File: config.mk
export PLATFORM = sky130hd
export DESIGN_NAME = write_buffer_flat
export DESIGN_NICKNAME = d
export VERILOG_FILES = /design/src/rtl/write_buffer_pkg.sv /design/src/rtl/write_buffer_if.sv /design/src/rtl/write_buffer_alloc.sv /design/src/rtl/write_buffer.sv /design/src/flat_wrapper.sv
export SDC_FILE = /design/constraint.sdc
export NUM_CORES = 2
export LEC_CHECK = 0
export CORE_AREA = 3 3 589 591
export CTS_CLUSTER_SIZE = 12
export DETAILED_ROUTE_END_ITERATION = 12
export DIE_AREA = 0 0 592 594
export SYNTH_ARGS = -nofsm -noshare
export SYNTH_HDL_FRONTEND = slang
export SYNTH_SLANG_ARGS = --single-unit
File: constraint.sdc
create_clock -name clk_i -period 15.3 [get_ports clk_i]
set_input_delay 3.06 -clock clk_i [delete_from_list [all_inputs] [get_ports clk_i]]
set_output_delay 3.06 -clock clk_i [all_outputs]
set_load 0.02 [all_outputs]
File: src/rtl/write_buffer_pkg.sv
// Shared cache package: write-buffer entry states, default geometry and bus widths.
package write_buffer_pkg;

    localparam int WBUF_DEFAULT_DEPTH = 16;
    localparam int WBUF_DATA_W        = 128;
    localparam int WBUF_ID_W          = 8;
    localparam int WBUF_CH_W          = 2;

    localparam logic [1:0] ENT_FREE = 2'd0;
    localparam logic [1:0] ENT_FULL = 2'd1;
    localparam logic [1:0] ENT_BUSY = 2'd2;

endpackage

File: src/rtl/write_buffer_if.sv
// Fill (xbar) and read/return (sram_controller) handshakes of the write buffer.
interface write_buffer_if;
    import write_buffer_pkg::*;

    logic                   xbar_wbuf_valid_i;
    logic                   xbar_wbuf_ready_o;
    logic [WBUF_CH_W-1:0]   xbar_wbuf_channel_id_i;
    logic [WBUF_DATA_W-1:0] xbar_wbuf_data_i;
    logic [WBUF_ID_W-1:0]   wbuf_xbar_wbuffer_id_o;

    logic                   rc_wbuf_req_valid_i;
    logic                   rc_wbuf_req_ready_o;
    logic [WBUF_CH_W-1:0]   rc_wbuf_req_channel_id_i;
    logic [WBUF_ID_W-1:0]   rc_wbuf_req_wbuffer_id_i;

    logic                   rc_wbuf_rtn_valid_o;
    logic                   rc_wbuf_rtn_ready_i;
    logic [WBUF_DATA_W-1:0] rc_wbuf_rtn_data_o;

    modport master (
        output xbar_wbuf_valid_i, xbar_wbuf_channel_id_i, xbar_wbuf_data_i,
        input  xbar_wbuf_ready_o, wbuf_xbar_wbuffer_id_o,
        output rc_wbuf_req_valid_i, rc_wbuf_req_channel_id_i, rc_wbuf_req_wbuffer_id_i,
        input  rc_wbuf_req_ready_o,
        input  rc_wbuf_rtn_valid_o, rc_wbuf_rtn_data_o,
        output rc_wbuf_rtn_ready_i
    );

    modport slave (
        input  xbar_wbuf_valid_i, xbar_wbuf_channel_id_i, xbar_wbuf_data_i,
        output xbar_wbuf_ready_o, wbuf_xbar_wbuffer_id_o,
        input  rc_wbuf_req_valid_i, rc_wbuf_req_channel_id_i, rc_wbuf_req_wbuffer_id_i,
        output rc_wbuf_req_ready_o,
        output rc_wbuf_rtn_valid_o, rc_wbuf_rtn_data_o,
        input  rc_wbuf_rtn_ready_i
    );

endinterface

File: src/rtl/write_buffer_alloc.sv
// Lowest-index free-entry priority encoder used for fill allocation.
module wbuf_alloc #(
    parameter int N   = 16,
    parameter int IDW = 4
) (
    input  logic [N-1:0]   free_vec,
    output logic           found,
    output logic [IDW-1:0] idx
);

    // Scan from the top down so the lowest free index is the last one written.
    always_comb begin
        found = 1'b0;
        idx   = '0;
        for (int i = N - 1; i >= 0; i--) begin
            if (free_vec[i]) begin
                found = 1'b1;
                idx   = IDW'(i);
            end
        end
    end

endmodule

File: src/rtl/write_buffer.sv
// Write buffer: xbar fills free entries, sram_controller reads them back
// through a single-entry return register; an entry is freed when its return
// data is consumed.
//
// Entry state table:
//   state    | meaning
//   ENT_FREE | allocatable by the next fill
//   ENT_FULL | holds fill data, readable
//   ENT_BUSY | read accepted, return data not yet consumed
module write_buffer
    import write_buffer_pkg::*;
#(
    parameter int DEPTH = WBUF_DEFAULT_DEPTH,
    parameter int IDW   = $clog2(DEPTH)
) (
    input  logic           clk_i,
    input  logic           rst_i,
    write_buffer_if.slave  bus,
    output logic [IDW:0]   wbuf_free_cnt_o,
    output logic           wbuf_err_o
);

    localparam logic [IDW:0] CNT_DEPTH = (IDW + 1)'(DEPTH);

    logic [1:0]             ent_state [DEPTH];
    logic [WBUF_CH_W-1:0]   ent_owner [DEPTH];
    logic [WBUF_DATA_W-1:0] ent_data  [DEPTH];

    logic [DEPTH-1:0]       free_vec;
    logic                   alloc_found;
    logic [IDW-1:0]         alloc_idx;

    logic                   rtn_valid;
    logic [WBUF_DATA_W-1:0] rtn_data;
    logic [IDW-1:0]         rtn_idx;
    logic                   rtn_is_entry;

    logic                   req_oob;
    logic [IDW-1:0]         req_idx;
    logic                   rtn_space;
    logic                   req_ready;
    logic                   fill_hs;
    logic                   rd_hs;
    logic                   rtn_hs;
    logic                   rtn_frees;
    logic [WBUF_DATA_W-1:0] rd_data_sel;
    logic                   rd_err;

    // Free-entry map feeding the allocator.
    always_comb begin
        for (int i = 0; i < DEPTH; i++) begin
            free_vec[i] = (ent_state[i] == ENT_FREE);
        end
    end

    wbuf_alloc #(.N(DEPTH), .IDW(IDW)) u_alloc (
        .free_vec (free_vec),
        .found    (alloc_found),
        .idx      (alloc_idx)
    );

    // Handshake decode; fill readiness depends on entry state only, never on the read request.
    always_comb begin
        req_idx     = bus.rc_wbuf_req_wbuffer_id_i[IDW-1:0];
        req_oob     = |bus.rc_wbuf_req_wbuffer_id_i[WBUF_ID_W-1:IDW];
        rtn_hs      = rtn_valid && bus.rc_wbuf_rtn_ready_i;
        rtn_space   = !rtn_valid || bus.rc_wbuf_rtn_ready_i;
        req_ready   = rtn_space && (req_oob || (ent_state[req_idx] == ENT_FULL));
        fill_hs     = bus.xbar_wbuf_valid_i && alloc_found;
        rd_hs       = bus.rc_wbuf_req_valid_i && req_ready;
        rtn_frees   = rtn_hs && rtn_is_entry;
        rd_data_sel = req_oob ? '0 : ent_data[req_idx];
        rd_err      = req_oob || (ent_owner[req_idx] != bus.rc_wbuf_req_channel_id_i);
    end

    assign bus.xbar_wbuf_ready_o      = alloc_found;
    assign bus.wbuf_xbar_wbuffer_id_o = WBUF_ID_W'(alloc_idx);
    assign bus.rc_wbuf_req_ready_o    = req_ready;
    assign bus.rc_wbuf_rtn_valid_o    = rtn_valid;
    assign bus.rc_wbuf_rtn_data_o     = rtn_data;

    // Entry state transitions; fill, read and return always hit distinct entries.
    always_ff @(posedge clk_i) begin
        if (rst_i) begin
            for (int i = 0; i < DEPTH; i++) begin
                ent_state[i] <= ENT_FREE;
            end
        end else begin
            if (fill_hs) begin
                ent_state[alloc_idx] <= ENT_FULL;
            end
            if (rd_hs && !req_oob) begin
                ent_state[req_idx] <= ENT_BUSY;
            end
            if (rtn_frees) begin
                ent_state[rtn_idx] <= ENT_FREE;
            end
        end
    end

    // Entry payload capture on fill; storage is not reset.
    always_ff @(posedge clk_i) begin
        if (fill_hs) begin
            ent_data[alloc_idx]  <= bus.xbar_wbuf_data_i;
            ent_owner[alloc_idx] <= bus.xbar_wbuf_channel_id_i;
        end
    end

    // Return register: load on read, hold until consumed, reload in the same cycle for back-to-back returns.
    always_ff @(posedge clk_i) begin
        if (rst_i) begin
            rtn_valid    <= 1'b0;
            rtn_data     <= '0;
            rtn_idx      <= '0;
            rtn_is_entry <= 1'b0;
        end else if (rd_hs) begin
            rtn_valid    <= 1'b1;
            rtn_data     <= rd_data_sel;
            rtn_idx      <= req_idx;
            rtn_is_entry <= !req_oob;
        end else if (rtn_hs) begin
            rtn_valid    <= 1'b0;
        end
    end

    // Free-entry counter: +1 per freeing return, -1 per fill.
    always_ff @(posedge clk_i) begin
        if (rst_i) begin
            wbuf_free_cnt_o <= CNT_DEPTH;
        end else begin
            case ({rtn_frees, fill_hs})
                2'b10:   wbuf_free_cnt_o <= wbuf_free_cnt_o + 1'b1;
                2'b01:   wbuf_free_cnt_o <= wbuf_free_cnt_o - 1'b1;
                default: wbuf_free_cnt_o <= wbuf_free_cnt_o;
            endcase
        end
    end

    // Sticky protocol error on out-of-range id or channel/owner mismatch.
    always_ff @(posedge clk_i) begin
        if (rst_i) begin
            wbuf_err_o <= 1'b0;
        end else if (rd_hs && rd_err) begin
            wbuf_err_o <= 1'b1;
        end
    end

endmodule
File: src/flat_wrapper.sv
// flat-port wrapper written by rule: the top's interface ports become plain ports
module write_buffer_flat import write_buffer_pkg::*;
#(
    parameter int DEPTH = WBUF_DEFAULT_DEPTH,
    parameter int IDW   = $clog2(DEPTH)
)
  (clk_i, rst_i, wbuf_free_cnt_o, wbuf_err_o, bus_xbar_wbuf_valid_i, bus_xbar_wbuf_channel_id_i, bus_xbar_wbuf_data_i, bus_xbar_wbuf_ready_o, bus_wbuf_xbar_wbuffer_id_o, bus_rc_wbuf_req_valid_i, bus_rc_wbuf_req_channel_id_i, bus_rc_wbuf_req_wbuffer_id_i, bus_rc_wbuf_req_ready_o, bus_rc_wbuf_rtn_valid_o, bus_rc_wbuf_rtn_data_o, bus_rc_wbuf_rtn_ready_i);
  write_buffer_if bus_i ();
  input  logic clk_i;
  input  logic rst_i;
  output logic [IDW:0] wbuf_free_cnt_o;
  output logic wbuf_err_o;
  input wire logic [$bits(bus_i.xbar_wbuf_valid_i)-1:0] bus_xbar_wbuf_valid_i;
  input wire logic [$bits(bus_i.xbar_wbuf_channel_id_i)-1:0] bus_xbar_wbuf_channel_id_i;
  input wire logic [$bits(bus_i.xbar_wbuf_data_i)-1:0] bus_xbar_wbuf_data_i;
  output wire logic [$bits(bus_i.xbar_wbuf_ready_o)-1:0] bus_xbar_wbuf_ready_o;
  output wire logic [$bits(bus_i.wbuf_xbar_wbuffer_id_o)-1:0] bus_wbuf_xbar_wbuffer_id_o;
  input wire logic [$bits(bus_i.rc_wbuf_req_valid_i)-1:0] bus_rc_wbuf_req_valid_i;
  input wire logic [$bits(bus_i.rc_wbuf_req_channel_id_i)-1:0] bus_rc_wbuf_req_channel_id_i;
  input wire logic [$bits(bus_i.rc_wbuf_req_wbuffer_id_i)-1:0] bus_rc_wbuf_req_wbuffer_id_i;
  output wire logic [$bits(bus_i.rc_wbuf_req_ready_o)-1:0] bus_rc_wbuf_req_ready_o;
  output wire logic [$bits(bus_i.rc_wbuf_rtn_valid_o)-1:0] bus_rc_wbuf_rtn_valid_o;
  output wire logic [$bits(bus_i.rc_wbuf_rtn_data_o)-1:0] bus_rc_wbuf_rtn_data_o;
  input wire logic [$bits(bus_i.rc_wbuf_rtn_ready_i)-1:0] bus_rc_wbuf_rtn_ready_i;
  assign bus_i.xbar_wbuf_valid_i = bus_xbar_wbuf_valid_i;
  assign bus_i.xbar_wbuf_channel_id_i = bus_xbar_wbuf_channel_id_i;
  assign bus_i.xbar_wbuf_data_i = bus_xbar_wbuf_data_i;
  assign bus_xbar_wbuf_ready_o = bus_i.xbar_wbuf_ready_o;
  assign bus_wbuf_xbar_wbuffer_id_o = bus_i.wbuf_xbar_wbuffer_id_o;
  assign bus_i.rc_wbuf_req_valid_i = bus_rc_wbuf_req_valid_i;
  assign bus_i.rc_wbuf_req_channel_id_i = bus_rc_wbuf_req_channel_id_i;
  assign bus_i.rc_wbuf_req_wbuffer_id_i = bus_rc_wbuf_req_wbuffer_id_i;
  assign bus_rc_wbuf_req_ready_o = bus_i.rc_wbuf_req_ready_o;
  assign bus_rc_wbuf_rtn_valid_o = bus_i.rc_wbuf_rtn_valid_o;
  assign bus_rc_wbuf_rtn_data_o = bus_i.rc_wbuf_rtn_data_o;
  assign bus_i.rc_wbuf_rtn_ready_i = bus_rc_wbuf_rtn_ready_i;
  write_buffer #(.DEPTH(DEPTH), .IDW(IDW)) u_core (.clk_i(clk_i), .rst_i(rst_i), .bus(bus_i), .wbuf_free_cnt_o(wbuf_free_cnt_o), .wbuf_err_o(wbuf_err_o));
endmodule
# After elaboration in Yosys (flattened, before gate mapping)
# Memory sizes are Yosys's and may differ from the RTL's.
# Cells that the tools add are included.
totals:
  word_cells: 106
  mem_count: 3
  reg_bits: 140
  latchBits: 0
  input_bits: 145
  rom_bits: 0
  mem_bits_rw: 2112
  output_inout_bits: 145
classes:
  eq_ne: 4
  magnitude_cmp: 0
  mul: 0
  addsub: 2
  reduce_logical: 34
  bitwise: 0
  n_mux: 57
  shift: 0
  div_mod_pow: 0
memory_table:
  columns: ["memory", "words", "width", "rd", "rd_ports_with_merged_regs", "write_ports", "line", "text"]
  rows:
  - ["u_core.ent_data", 16, 128, 1, 0, 1, "write_buffer.sv:27", "logic [WBUF_DATA_W-1:0] ent_data [DEPTH];"]
  - ["u_core.ent_owner", 16, 2, 1, 0, 1, "write_buffer.sv:26", "logic [WBUF_CH_W-1:0] ent_owner [DEPTH];"]
  - ["u_core.ent_state", 16, 2, 17, 0, 16, "write_buffer.sv:25", "logic [1:0] ent_state [DEPTH];"]
op_table:
  columns: ["op", "count"]
  rows:
  - ["128-bit 2-to-1 mux", 1]
  - ["4-bit 2-to-1 mux", 19]
  - ["1-bit 2-to-1 mux", 33]
  - ["2-bit zero test", 16]
  - ["5-bit one-hot mux with 2 select lines", 1]
  - ["1-bit logical AND", 7]
  - ["2-bit 2-to-1 mux", 3]
  - ["2-bit OR reduction", 3]
  - ["5-bit by 1-bit adder with 5-bit output, second input constant", 1]
  - ["5-bit by 1-bit subtractor with 5-bit output, second input constant", 1]
  - ["2-bit by 1-bit equality test with 1-bit output, second input constant", 2]
  - ["2-bit nonzero test", 2]
  - ["4-bit OR reduction", 1]
  - ["1-bit logical OR", 3]
  - ["2-bit equality test, second input constant", 1]
  - ["1-bit zero test", 2]
  - ["2-bit inequality test", 1]

# Logic depth before layout (Yosys ltp)
# An unclocked memory read counts as a cell.
depth:
  depth_word: 24
  mapped_depth: 13
  ltp_nobuf: 13

# Cells and area by module
# Synthesis repeated with hierarchy kept, for this count alone.
unflattened:
  cells_unflattened: 3614
  area_unflattened_um2: 84613.7
modules_own_cells:
  columns: ["module", "area_per_inst_um2", "cells_per_inst", "seq_area_each_um2", "n_inst"]
  rows:
  - ["write_buffer", 84434.7, 3581, 65903.2, 1]
  - ["wbuf_alloc", 178.9, 33, 0.0, 1]

# Worst setup path after synthesis
# Ideal clock, no wire load.
synth_timing:
  path_kind: "in2reg"
  from: "input bus_xbar_wbuf_valid_i"
  to: "memory u_core.ent_data[5][0], enable pin"
  slack_ps: 5774
  arrival_time_ps: 8905
  required_ps: 14679
  setup_ps: 621
  n_path_buf: 0
  cell_stages: 3
  cell_sequence: "nand2_1 -> or3_1 -> nor2_1"
synth_via:
  elab_chain_cells: 3
synth_rtl:
  columns: ["element", "line", "text"]
  rows:
  - ["start: declaration", "flat_wrapper.sv:13", "input wire logic [$bits(bus_i.xbar_wbuf_valid_i)-1:0] bus_xbar_wbuf_valid_i;"]
  - ["1-bit logical AND", "write_buffer.sv:69", "fill_hs = bus.xbar_wbuf_valid_i && alloc_found;"]
  - ["1-bit 2-to-1 mux", "write_buffer.sv:103", "if (fill_hs) begin"]
  - ["1-bit 2-to-1 mux (not written as such)", "write_buffer.sv:104", "ent_data[alloc_idx] <= bus.xbar_wbuf_data_i;"]
  - ["end: declaration", "write_buffer.sv:27", null]
# Every way passes these cells.

# Worst setup path after layout
layout_timing:
  from: "input bus_rc_wbuf_req_wbuffer_id_i[1]"
  to: "output bus_rc_wbuf_req_ready_o"
layout_via:
  elab_chain_cells: 4
layout_rtl:
  columns: ["element", "line", "text"]
  rows:
  - ["start: declaration", "flat_wrapper.sv:20", "input wire logic [$bits(bus_i.rc_wbuf_req_wbuffer_id_i)-1:0] bus_rc_wbuf_req_wbuffer_id_i;"]
  - ["memory read 16 x 2 bit", null, null]
  - ["2-bit by 1-bit equality test with 1-bit output", "write_buffer.sv:68", "req_ready = rtn_space && (req_oob || (ent_state[req_idx] == ENT_FULL));"]
  - ["1-bit logical OR", "write_buffer.sv:68", null]
  - ["1-bit logical AND", "write_buffer.sv:68", null]
  - ["end: declaration", "flat_wrapper.sv:21", "output wire logic [$bits(bus_i.rc_wbuf_req_ready_o)-1:0] bus_rc_wbuf_req_ready_o;"]
# Every way passes these cells.

==> flow_metrics.env <==
export IMPL_die_area_sq_um=352000
export IMPL_met2_usage_pct=22.1
export IMPL_ir_worst_vdd_uv=105
export IMPL_seq_area_frac_synth_pct=77.1
export IMPL_p_comb_share_pct=4.5
export IMPL_swShare_pct=21.2
export IMPL_grt_pass1_wl_mm=326
export IMPL_met1_usage_pct=16.3
export IMPL_route_detailed_drc=0
export IMPL_grt_max_degree=113
export IMPL_intPower_mw=10.2
export IMPL_finalNetCount=4319
export IMPL_relSlewSlack_pct=24.9
export IMPL_drv_cap=0
export IMPL_cp_data_arrival_time_ns=5.60
export IMPL_drv_slew=0
export IMPL_post_synth_cell_area_avg_sq_um=22.6
export IMPL_clkSinkCount=2252
export IMPL_worstPathRequired_ns=12.24
export IMPL_cts_root_buf="clkbuf_16"
export IMPL_powerDensity_nw_per_um2=128
export IMPL_io_pins=290
export IMPL_stdcell_count=8943
export IMPL_period_share_pct=56.6
export IMPL_cp_max_fo=54
export IMPL_hold_path_class="reg2reg"
export IMPL_max_stage_delay_ns=0.61
export IMPL_period_minus_slack_ns=8.66
export IMPL_numCtsBuffers=242
export IMPL_syn_to_final_growth_pct=18.7
export IMPL_rows=215
export IMPL_hold_viol_final=0
export IMPL_wl_per_cell_um=25.7
export IMPL_top_usage_layer="met2"
export IMPL_r2r_slack_ns=9.82
export IMPL_clkPwrFrac_pct=43.2
export IMPL_tightest_slew_ns=1.13
export IMPL_post_place_ws_ns=6.61
export IMPL_final_setup_tns_ns=0
export IMPL_fin_skew_ns=0.0753
export IMPL_syn_inst=3784
export IMPL_path_delay_family="buffers and inverters"
export IMPL_vias_per_cell=4.57
export IMPL_die_w_um=592
export IMPL_cts_hold_buffers_added=0
export IMPL_leakagePower_nw=30.6
export IMPL_vias=40885
export IMPL_path_clk_slew_ns=0.07
export IMPL_grtUsageTotal_pct=12.8
export IMPL_die_height_um=594
export IMPL_seqPwrFrac_pct=52.3
export IMPL_cts_tree="done"
export IMPL_end_kind="primary output"
export IMPL_cts_setup_buffers=0
export IMPL_setup_violations=0
export IMPL_finalWorstSetupSlack_ns=6.64
export IMPL_gp_congestion=0.780
export IMPL_core_sq_um=342000
export IMPL_start_kind="input pin"
export IMPL_synth_edf_count=2080
export IMPL_start_util_pct=25.0
export IMPL_fillCellCount=32947
export IMPL_antenna_found_initial=75
export IMPL_ys_flop_type="edfxtp_1"
export IMPL_syn_area_sq_um=85500
export IMPL_max_freq_mhz=116
export IMPL_totalWireLength_mm=230
export IMPL_rsz0062_at_grt="no"
export IMPL_p_switching_mw=2.76
export IMPL_synth_distinct_cells=62
export IMPL_yosysWarnings=0
export IMPL_cts_resized=0
export IMPL_synthArstFlopShare_pct=0
export IMPL_clock_latency_ns=0.89
export IMPL_overflow=0
export IMPL_ctsLongestPathBuffers=4
export IMPL_crit_type="in2out"
export IMPL_dr_pass1_iters=7
export IMPL_cp_cell_sequence="buf_8, mux4_2, a22oi_1, and3_4, a21o_4, and2_1, clkdlybuf4s50_1"
export IMPL_hpwlAfterDp_mm=117
export IMPL_cp_num_buf_inv=2
export IMPL_cp_slowest_cell="clkdlybuf4s50_1"
export IMPL_placed_cells=8482
export IMPL_drive_gt1_share_pct=25.1
export IMPL_finalPower_mw=13.0
export IMPL_synth_seq_cells=2252
export IMPL_postRouteAntennaNets=0
export IMPL_status="finished, final reports clean"
export IMPL_drt_initial_drc_count=3909
export IMPL_h_tree_depth=4
export IMPL_io_buffers=285
export IMPL_grtUsageMet3_pct=2.55
export IMPL_grt_pass1_vias=42598
path summary, 6_finish.rpt:
path                                   startpoint                               end  depth (start not counted)
min                u_core.wbuf_err_o$_SDFFE_PP0P_    u_core.wbuf_err_o$_SDFFE_PP0P_                          2
max               bus_rc_wbuf_req_wbuffer_id_i[1]           bus_rc_wbuf_req_ready_o                          7
max reg2reg  u_core.ent_state[11][0]$_SDFFE_PP0P_  u_core.ent_data[4][54]$_DFFE_PP_                          9
min reg2reg        u_core.wbuf_err_o$_SDFFE_PP0P_    u_core.wbuf_err_o$_SDFFE_PP0P_                          2
layer usage:
layer  wire length (um)  part of all wire [%]
met5                261                  0.11
met4               5600                   2.4
met3              14900                   6.5
met2             117000                    51
met1              91800                    40
tightest hold or removal path: cells and delay by family, from the launching register on:
kind | cells | cell delay, ns
flops | 1 | 0.32
buf+inv | 1 | 0.05
compound gates | 1 | 0.05
registers in the layout, indices dropped and copies added, names as in the netlist:
signal	count
u_core.bus.rc_wbuf_rtn_data_o	128
u_core.bus.rc_wbuf_rtn_valid_o	1
u_core.ent_data	2048
u_core.ent_owner	32
u_core.ent_state	32
u_core.rtn_idx	4
u_core.rtn_is_entry	1
u_core.wbuf_err_o	1
u_core.wbuf_free_cnt_o	5
placed cells by master, fill, tap and decap left out, types with 61 or more instances in the layout:
master	instances
edfxtp_1	2080
mux4_2	657
o21ai_0	170
nor2b_1	99
dfxtp_1	172
clkdlybuf4s50_1	280
nand2_1	101
clkbuf_1	87
buf_4	61
clkbuf_16	244
stage by stage:
stage	hold WS (ns)	util, %	instance area [sq um]
3_3_place_gp	0.447	27.4	93800
3_5_place_dp	0.465	27.4	93800
5_1_grt	0.489	29.6	101000
6_report	0.466	29.6	101000
2_1_floorplan	0.426	-	85500
4_1_cts	0.478	29.6	101000
cell usage after synthesis, drive strengths merged, types with 12 or more instances:
master,n,share of area (%)
nor2,57,0.25
nor3,16,0.094
nand3,13,0.082
edfxtp,2080,73
buf,88,0.63
nand2b,12,0.088
dfxtp,172,4.0
a21oi,18,0.12
nor2b,99,0.72
o21ai,180,1.1
mux4,657,17
clkbuf,131,0.58
nand2,103,0.46
a22o,42,0.43
cells by family after synthesis:
kind of cell             share of synthesized area, %
AO/OA/AOI/OAI                                    2.13
XOR/XNOR                                       0.0615
adder cells (fa/ha/maj)                        0.0820
buffers and inverters                            1.26
flip-flops                                       77.1
multiplexers                                     17.3
other                                         0.00439
AND/OR/NAND/NOR                                  2.04
layout make-up:
cell class	count	area, sq um	area share [%]
Sequential cell	2252	65900	65.0
Multi-Input combinational cell	1304	18600	18.4
Clock buffer	348	6670	6.57
Tap cell	4557	5700	5.62
Timing Repair Buffer	357	3550	3.50
Clock inverter	97	911	0.898
Inverter	12	67.6	0.0666
Antenna cell	16	40.0	0.0395
power groups by stage:
stage          clock [mW]  combinational [mW]  sequential [mW]
3_5_place_dp            0               0.597             6.93
3_3_place_gp            0               0.586             6.92
2_1_floorplan           0               0.341             6.93
6_report             5.61               0.584             6.80
4_1_cts              5.76               0.599             6.80
5_1_grt              6.02               0.627             6.80
(Power assumes the default switching activity.)
